## src/rtl/univ_shift_reg.sv

```systemverilog
// rtl/univ_shift_reg.sv - parametrised universal shift register with word-completion counter
// Bidirectional shift, parallel load, hold and clock enable; every output is a flop output.
module univ_shift_reg #(
    parameter  int WIDTH = 4,
    localparam int CW    = $clog2(WIDTH + 1)
) (
    input  logic             clk,
    input  logic             rst_n,
    input  logic             en,
    input  logic [1:0]       mode,
    input  logic             sin_lo,
    input  logic             sin_hi,
    input  logic [WIDTH-1:0] pin,
    output logic [WIDTH-1:0] pout,
    output logic             sout_hi,
    output logic             sout_lo,
    output logic [CW-1:0]    shift_cnt,
    output logic             word_done
);

    localparam logic [1:0] MODE_HOLD     = 2'b00;
    localparam logic [1:0] MODE_SHIFT_UP = 2'b01;
    localparam logic [1:0] MODE_SHIFT_DN = 2'b10;
    localparam logic [1:0] MODE_LOAD     = 2'b11;

    localparam logic [CW-1:0] CNT_LAST = CW'(WIDTH - 1);

    logic [WIDTH-1:0] q_q, q_d;
    logic [CW-1:0]    cnt_q, cnt_d;
    logic             done_q, done_d;
    logic             is_shift;

    always_comb begin
        q_d      = q_q;
        cnt_d    = cnt_q;
        done_d   = 1'b0;
        is_shift = 1'b0;
        if (en) begin
            case (mode)
                MODE_HOLD: q_d = q_q;
                MODE_SHIFT_UP: begin
                    q_d      = {q_q[WIDTH-2:0], sin_lo};
                    is_shift = 1'b1;
                end
                MODE_SHIFT_DN: begin
                    q_d      = {sin_hi, q_q[WIDTH-1:1]};
                    is_shift = 1'b1;
                end
                MODE_LOAD: begin
                    q_d   = pin;
                    cnt_d = '0;
                end
                default: q_d = q_q;
            endcase
        end
        // Shifts in either direction share one count; it wraps at WIDTH-1.
        if (is_shift) begin
            if (cnt_q == CNT_LAST) begin
                cnt_d  = '0;
                done_d = 1'b1;
            end else begin
                cnt_d = cnt_q + CW'(1);
            end
        end
    end

    always_ff @(posedge clk) begin
        if (!rst_n) begin
            q_q    <= '0;
            cnt_q  <= '0;
            done_q <= 1'b0;
        end else begin
            q_q    <= q_d;
            cnt_q  <= cnt_d;
            done_q <= done_d;
        end
    end

    assign pout      = q_q;
    assign sout_hi   = q_q[WIDTH-1];
    assign sout_lo   = q_q[0];
    assign shift_cnt = cnt_q;
    assign word_done = done_q;

endmodule

```

## config.mk

```make
export PLATFORM = sky130hd
export DESIGN_NAME = univ_shift_reg
export DESIGN_NICKNAME = d
export VERILOG_FILES = /design/src/rtl/univ_shift_reg.sv
export SDC_FILE = /design/constraint.sdc
export NUM_CORES = 1
export LEC_CHECK = 0
export CAP_MARGIN = 20
export CORE_UTILIZATION = 29
export CTS_CLUSTER_SIZE = 12
export DETAILED_ROUTE_END_ITERATION = 16
export PLACE_DENSITY_LB_ADDON = 0.12
export SETUP_SLACK_MARGIN = 0.15
export SLEW_MARGIN = 30
export SYNTH_ARGS = -nofsm -noshare
export SYNTH_HDL_FRONTEND = slang
export SYNTH_SLANG_ARGS = --single-unit
export TNS_END_PERCENT = 50
```

## constraint.sdc

```tcl
create_clock -name clk -period 2.8 [get_ports clk]
set_input_delay 0.42 -clock clk [delete_from_list [all_inputs] [get_ports clk]]
set_output_delay 0.42 -clock clk [all_outputs]
set_load 0.01 [all_outputs]
```

# --- After elaboration in Yosys (flattened, before gate mapping) ---
# Index checks and enable logic that the tools add are counted.
word_totals:
  inputBits: 11
  wordCells: 24
  register_bits: 8
  output_inout_bits: 10
classes:
  eq_ne: 4
  n_reduce_logical: 7
  muxes: 8
  bitwise: 1
  n_addsub: 1
op_table:
  columns: ["op", "n"]
  rows:
  - ["3-bit two-way mux", 4]
  - ["4-bit case mux with 3 select lines", 1]
  - ["2-bit AND reduction", 3]
  - ["2-bit equality test, second input constant", 2]
  - ["2-bit nonzero test", 2]
  - ["3-bit by 1-bit adder with 3-bit output, second input constant", 1]
  - ["3-bit by 2-bit equality test with 1-bit output, second input constant", 1]
  - ["1-bit two-way mux", 3]
  - ["2-bit by 1-bit equality test with 1-bit output, second input constant", 1]
  - ["2-bit logical NOT", 1]
  - ["2-bit OR reduction", 1]
  - ["1-bit NOT", 1]

# --- Logic depth before layout (Yosys ltp) ---
# Gate-level depths: netlist of the first run.
logic_depth:
  word_depth: 6
  depth_mapped: 5
  ltp_nobuf: 5

# --- Worst setup path after synthesis of the first run ---
# OpenSTA, ideal clock, no wires.
synth_path:
  kind: "in2reg"
  startpoint: "in mode[0]"
  endpoint: "reg cnt_q[1] (netlist: shift_cnt[1])"
  path_buffers: 0
  required_time_ns: 2.730
  setup_ns: 0.070
  arrival_time_ns: 1.273
  path_stages: 5
  slack_ns: 1.457
  cell_sequence: "inv_1 > ha_1 > nand2_1 > or3b_1 > a21boi_1"
synth_between:
  elab_chain_len: 6
  elab_cells_between_ends: 10
  cone_classes: "eq/ne: 3; mux: 3; reduce/logical: 4"
synth_rtl:
  columns: ["element", "line", "source"]
  rows:
  - ["start: declaration", "10", "input logic [1:0] mode,"]
  - ["2-bit equality test / 2-bit by 1-bit equality test with 1-bit output (equally long branches)", "39", "case (mode)"]
  - ["2-bit OR reduction (no source line)", null, null]
  - ["1-bit two-way mux", "39", null]
  - ["1-bit two-way mux", "38", "if (en) begin"]
  - ["2-bit nonzero test (no source line)", null, null]
  - ["2-bit AND reduction (no source line)", null, null]
  - ["end signal: assignment", "74", "cnt_q <= cnt_d;"]
  - ["end: declaration", "29", "logic [CW-1:0] cnt_q, cnt_d;"]
# Several ways; a longest one is shown, not always the timed one.
# A chain may end at the register's enable or synchronous reset.

# --- Final worst setup path of the first run ---
layout_path:
  startpoint: "in mode[1]"
  endpoint: "reg cnt_q[1] (netlist: shift_cnt[1])"
# Same word-level chain as after synthesis.

==> impl_metrics.csv, run 1 <==
group,metric,value,unit
logic_synthesis,synthAdderAreaFrac,11.8,%
setup_path,cp_top_family,"buffers and inverters",
final_layout,seq_area,160,um2
logic_synthesis,synth_largest_area_cell,"dfxtp_1",
timing,slew_violations,0,
grt,grt_pass1_vias,331,
final_layout,multi_input_area,240,um2
logic_synthesis,synth_edf_count,0,
cts,clkLatencyLatePin,250,ps
drt,drc,0,
logic_synthesis,synthTopCellsByArea,"dfxtp_1, ha_1, a22oi_1",
setup_path,worst_setup_path_end_kind,"flip-flop",
logic_synthesis,yosys_register_bits,8,
cts,cts-resized-gates,0,
grt,grt_max_degree,9,
cts,cts_sinks,8,
place,dpl_cell_area,627,um2
drt,drt-initial-drc-count,10,
floorplanning,num_rows,13,
cts,h-tree-depth,1,
final_layout,fill_cells,152,
setup_path,crit_arrival,1850,ps
setup_path,slowest_stage,"clkdlybuf4s50_1",
drt,ant_nets,0,
setup_path,worstPathMaxFanout,4,
logic_synthesis,seq_area_frac_synth,37.9,%
logic_synthesis,synthSimpleGateAreaFrac,18.6,%
timing,tightest_slew,252,ps
timing,fin_skew,0.154,ps
pwr,leakagePower,0.254,nW
final_layout,final_cells,83,
worst_hold_path,hold_class,"reg2reg",
setup_path,cp.required,2980,ps
pwr,vdd_drop_max,0.000190,V
floorplanning,die_h,40.2,um
final_layout,final_nets,85,
logic_synthesis,yosysUniqueCellTypes,17,
cts,root_buffer,"clkbuf_4",
floorplanning,die_area,0.00161,mm2
setup_path,cp_cell_sequence,"clkdlybuf4s50_1 > inv_1 > ha_1 > nand2_1 > or3b_1 > a21boi_1",
logic_synthesis,syn_nets,62,
logic_synthesis,synth_compound_area_share,23.7,%
drt,drt_first_pass_iters,4,
timing,fin_crit_sh,59.4,%
timing,hold_viol_final,0,
logic_synthesis,synth.top_cell.area_share,37.9,%
cts,hold_buffers,0,
place,gp_congestion,0.675,
timing,worst_slack,1140,ps
grt,antenna_found_initial,0,
cts,cts_tree,"built",
setup_path,critPathMaxStageDelay,500,ps
setup_path,startpoint_type,"input pin",
cts,cts_buffer_depth,2,
drt,vias,407,
floorplanning,io-pin-count,21,
pwr,power_density,429,mW/mm2
logic_synthesis,ys_warn_count,0,
outcome,status,"complete, no violations",
floorplanning,die_w,40.2,um
timing,tns,0,ps
floorplanning,coreArea,0.00133,mm2
logic_synthesis,synth_top_family_by_area,"compound AO/OA/AOI/OAI gates",
logic_synthesis,yosys-top-cells-count,"dfxtp_1, nand2_1, o21ai_0",
grt,grt_pass1_wl,1390,um
drt,via_per_inst,4.90,
timing,rsz0062_at_grt,"false",
timing,max_freq,601,MHz
drt,wl_per_cell,10.5,um
timing,setup_violations,0,
logic_synthesis,synth-main-ff-cell,"dfxtp_1",
drt,wl,870,um
cts,cts_setup_buffers,0,
logic_synthesis,synth_cells,47,
grt,grt_usage,13.1,%
timing,fin_crit,1660,ps
place,placedCellCount,80,
logic_synthesis,muxShareOfSynthArea,2.66,%
logic_synthesis,synth.avg_cell_area,9.00,um2
place,hpwl,664,um
setup_path,crit_buf_inv,2,
final_layout,final_area,649,um2
cts,cts_buffers,3,
timing,slew_headroom,83.0,%
final_layout,n_antenna_cell,0,
place,place_ws,875,ps
final_layout,layout-drive-gt1-share,7.35,%
setup_path,crit_type,"in2reg",
final_layout,area.growth.synth_to_final,53.6,%
place,io_buffers,20,
logic_synthesis,synth_xor_area_share,0,%
logic_synthesis,syn_area,423,um2
grt,grt_overflow,0,
floorplanning,start_util,31.7,%
logic_synthesis,async_flop_share,0,%
cts,clkSlewWorstSetupHoldPaths,60,ps
flow_run,drv_cap,0,
per-layer routing:
metal	wire length, um	global-route usage [%]
met5	0	0
met4	0	7.50
met3	57	3.33
met2	384	17.7
met1	429	18.4
layout by cell type (no fill, tap or decap), types with 2 or more instances in the layout:
master,Yosys,routed
inv_1,2,2
nand2_1,8,8
a22oi_1,4,4
ha_1,4,4
dfxtp_1,8,8
o21ai_0,5,5
a31oi_1,4,4
clkdlybuf4s50_1,0,20
clkbuf_4,0,3
a21boi_1,2,2
area by class of cell:
type | count | area share [%]
Timing Repair Buffer | 20 | 30.8
Clock buffer | 3 | 3.47
Tap cell | 15 | 2.89
Inverter | 2 | 1.16
Sequential cell | 8 | 24.7
Multi-Input combinational cell | 35 | 37.0
logic make-up after synthesis:
logic type	count (synthesis)
AND/OR/NAND/NOR	14
buffers and inverters	4
AO/OA/AOI/OAI	16
multiplexers	1
flip-flops	8
adder cells (fa/ha/maj)	4
power by group:
group	switching (W)	total, W	leakage, nW	internal (W)
combinational	0.0000246	0.0000622	0.175	0.0000376
sequential	0.00000578	0.000126	0.0655	0.000120
clock	0.0000410	0.0000902	0.0138	0.0000492
total	0.0000714	0.000278	0.254	0.000207
tightest hold or removal path: cells and delay by family (launching register included):
family	cells	cell delay, ps
AOI/OAI and AO/OA	1	50
and+or+nand+nor	1	60
DFF	1	320
final timing paths:
path | from | end | slack [ps] | cells past startpoint
max | mode[1] | shift_cnt[1] | 1140 | 6
min | shift_cnt[1] | shift_cnt[1] | 480 | 2
max reg2reg | shift_cnt[0] | shift_cnt[1] | 1550 | 4
min reg2reg | shift_cnt[1] | shift_cnt[1] | 480 | 2
registers in the layout (all words and copies together) (netlist names):
signal and count:
word_done 1, pout 4, shift_cnt 3
metrics by stage:
| stage | power (W) | utilization [%] | hold WS (ps) |
|---|---|---|---|
| floorplan | 0.000157 | - | 490 |
| global placement | 0.000191 | 47.0 | 463 |
| detailed placement | 0.000191 | 47.0 | 477 |
| CTS | 0.000283 | 48.7 | 484 |
| global route | 0.000295 | 48.7 | 518 |
| finish | 0.000278 | 48.7 | 477 |
No activity file was read; power rests on OpenSTA's default activity.
==> run 2, diff against run 1 <==
clock period = 1.67 ns   (was 2.8 ns; I/O delays follow)
==> run 2 against run 1 <==
Against the previous run: routed wire length is 4.8% higher; flip-flop and latch count stayed put; first-iteration DRC count down 20%; clock skew rose by 2.9 ps; via count increased by 1.7%; combinational power is 85% higher; critical path type unchanged; critical endpoint unchanged; highest routed layer unchanged.
==> impl_metrics.csv, run 2 (synthesized netlist as in run 1, its figures left out) <==
group,metric,value,unit
outcome,status,"complete, no violations",
final_layout,final_nets,91,
floorplanning,coreArea,0.00133,mm2
pwr,internal_power,0.000356,W
drt,wl_per_cell,10.2,um
setup_path,crit_buf_inv,2,
setup_path,slowest_stage,"clkdlybuf4s50_1",
timing,fin_skew,3.10,ps
cts,h-tree-depth,1,
pwr,seqPwrFrac,44.5,%
drt,drt-initial-drc-count,8,
drt,wl_met3,48,um
drt,drc,0,
pwr,vdd_drop_max,0.000364,V
grt,grt_max_degree,9,
floorplanning,die_w,40.2,um
timing,setup_violations,0,
cts,cts_buffer_depth,2,
floorplanning,start_util,31.7,%
grt,grt_pass1_vias,356,
setup_path,worstPathMaxFanout,4,
worst_hold_path,min_from,"shift_cnt[1]",
drt,wl_met1,475,um
grt,grt_overflow,0,
pwr,power_frac_clock,31.2,%
pwr,pwr-share-comb,24.3,%
place,io_buffers,20,
final_layout,final_cells,89,
floorplanning,die_h,40.2,um
place,placedCellCount,86,
setup_path,crit_arrival,1650,ps
worst_hold_path,hold_class,"reg2reg",
floorplanning,num_rows,13,
setup_path,r2r-start,"shift_cnt[0]",
grt,grt_usage,14.1,%
timing,hold_viol_final,0,
final_layout,n_antenna_cell,0,
setup_path,worst_r2r_endpoint,"shift_cnt[1]",
timing,slew_headroom,84.3,%
cts,cts_buffers,3,
timing,rsz0062_at_grt,"true",
drt,drt_first_pass_iters,3,
drt,wl,912,um
drt,top_layer,"met3",
setup_path,cp_top_family,"buffers and inverters",
cts,clkSlewWorstSetupHoldPaths,60,ps
setup_path,worst_setup_path_end_kind,"flip-flop",
setup_path,startpoint_type,"input pin",
flow_run,drv_cap,0,
cts,root_buffer,"clkbuf_4",
pwr,leakagePower,0.284,nW
setup_path,critPathMaxStageDelay,470,ps
cts,clkLatencyLatePin,250,ps
cts,hold_buffers,0,
drt,via_per_inst,4.65,
setup_path,crit_type,"in2reg",
drt,vias,414,
drt,wl_met2,389,um
worst_hold_path,holdPathEnd,"shift_cnt[1]",
cts,cts_tree,"built",
setup_path,crit_cells,6,
cts,cts_sinks,8,
final_layout,largest_reg_flops,4,
setup_path,rrSetupSlack,420,ps
place,gp_congestion,0.689,
drt,ant_nets,0,
timing,tightest_slew,233,ps
pwr,power_switching,0.000120,W
timing,fin_crit_sh,88.0,%
final_layout,area.growth.synth_to_final,64.8,%
setup_path,reg2regPathDepth,4,
timing,holdWs,478,ps
setup_path,cp_cell_sequence,"clkdlybuf4s50_1 > inv_1 > ha_1 > nand2_1 > or3b_1 > a21boi_1",
grt,grt_pass1_wl,1480,um
final_layout,layout.cells.most_common,"clkdlybuf4s50_1",
timing,max_freq,680,MHz
timing,slew_violations,0,
timing,fin_crit,1470,ps
cts,cts-resized-gates,0,
floorplanning,die_area,0.00161,mm2
final_layout,final_cell_mix,"clkdlybuf4s50_1, nand2_1, dfxtp_1",
grt,antenna_found_initial,0,
floorplanning,io-pin-count,21,
setup_path,cp.required,1850,ps
pwr,power_density,682,mW/mm2
final_layout,layout-drive-gt1-share,16.2,%
pwr,sw_frac_of_total,25.2,%
cts,cts_setup_buffers,0,
worst_hold_path,hold-path-cell-count,2,
place,hpwl,738,um
[run 2: per-stage QoR]
step                setup WS [ps]  TNS (ps)  utilization (%)  instance area, um2  total power (W)
floorplan                     452         0                -                 423         0.000263
global placement            -39.9     -65.3             50.4                 672         0.000330
detailed placement          -65.5      -108             50.4                 672         0.000332
CTS                           197         0             52.1                 694         0.000481
global route                  106         0             52.3                 697         0.000508
finish                        200         0             52.3                 697         0.000475
[run 2: area by class of cell]
class | instances | area, um2
Clock buffer | 3 | 22.5
Fill cell | 136 | 637
Inverter | 2 | 7.51
Multi-Input combinational cell | 35 | 243
Sequential cell | 8 | 160
Tap cell | 15 | 18.8
Timing Repair Buffer | 26 | 245
[run 2: worst max path at each step]
| stage | end | startpoint | slack, ps |
|---|---|---|---|
| after floorplan | shift_cnt[1] | shift_cnt[0] | 450 |
| after CTS | shift_cnt[1] | mode[0] | 200 |
| after global routing | shift_cnt[1] | mode[0] | 110 |
| after detailed placement | shift_cnt[1] | mode[0] | -70 |
| final | shift_cnt[1] | mode[0] | 200 |
| after global placement | shift_cnt[1] | mode[0] | -40 |
[run 2: metal layers]
| layer | GRT usage (%) | vias to the layer above |
|---|---|---|
| li1 | - | 225 |
| met1 | 18.4 | 176 |
| met5 | 0 | - |
| met4 | 5.00 | 0 |
| met3 | 5.00 | 0 |
| met2 | 21.4 | 13 |
[run 2: power by group through the flow]
stage / registers [W] / logic (W) / clock network, W
2_1_floorplan: 0.000219 / 0.0000440 / 0
3_3_place_gp: 0.000216 / 0.000115 / 0
3_5_place_dp: 0.000216 / 0.000115 / 0
4_1_cts: 0.000212 / 0.000116 / 0.000153
5_1_grt: 0.000214 / 0.000127 / 0.000167
6_report: 0.000212 / 0.000115 / 0.000148
[run 2: worst register-to-register path, cell delays in order, from the launching register on]
cell and delay (ps):
dfxtp_1 330, ha_1 220, nor2b_4 130, or3b_1 360, a21boi_1 140
==> run 3, diff against run 2 <==
clock period = 1.87 ns   (was 1.67 ns; I/O delays follow)
==> results of run 3 <==
Same layout as run 1 (identical final DEF). Status: complete, no violations.
Among the figures that moved: setup slack after placement 875 ps -> 85.0 ps; setup slack after layout 1140 ps -> 346 ps; register-to-register setup slack 1550 ps -> 620 ps; total power 0.000278 W -> 0.000417 W; worst IR drop on VDD 0.000190 V -> 0.000285 V
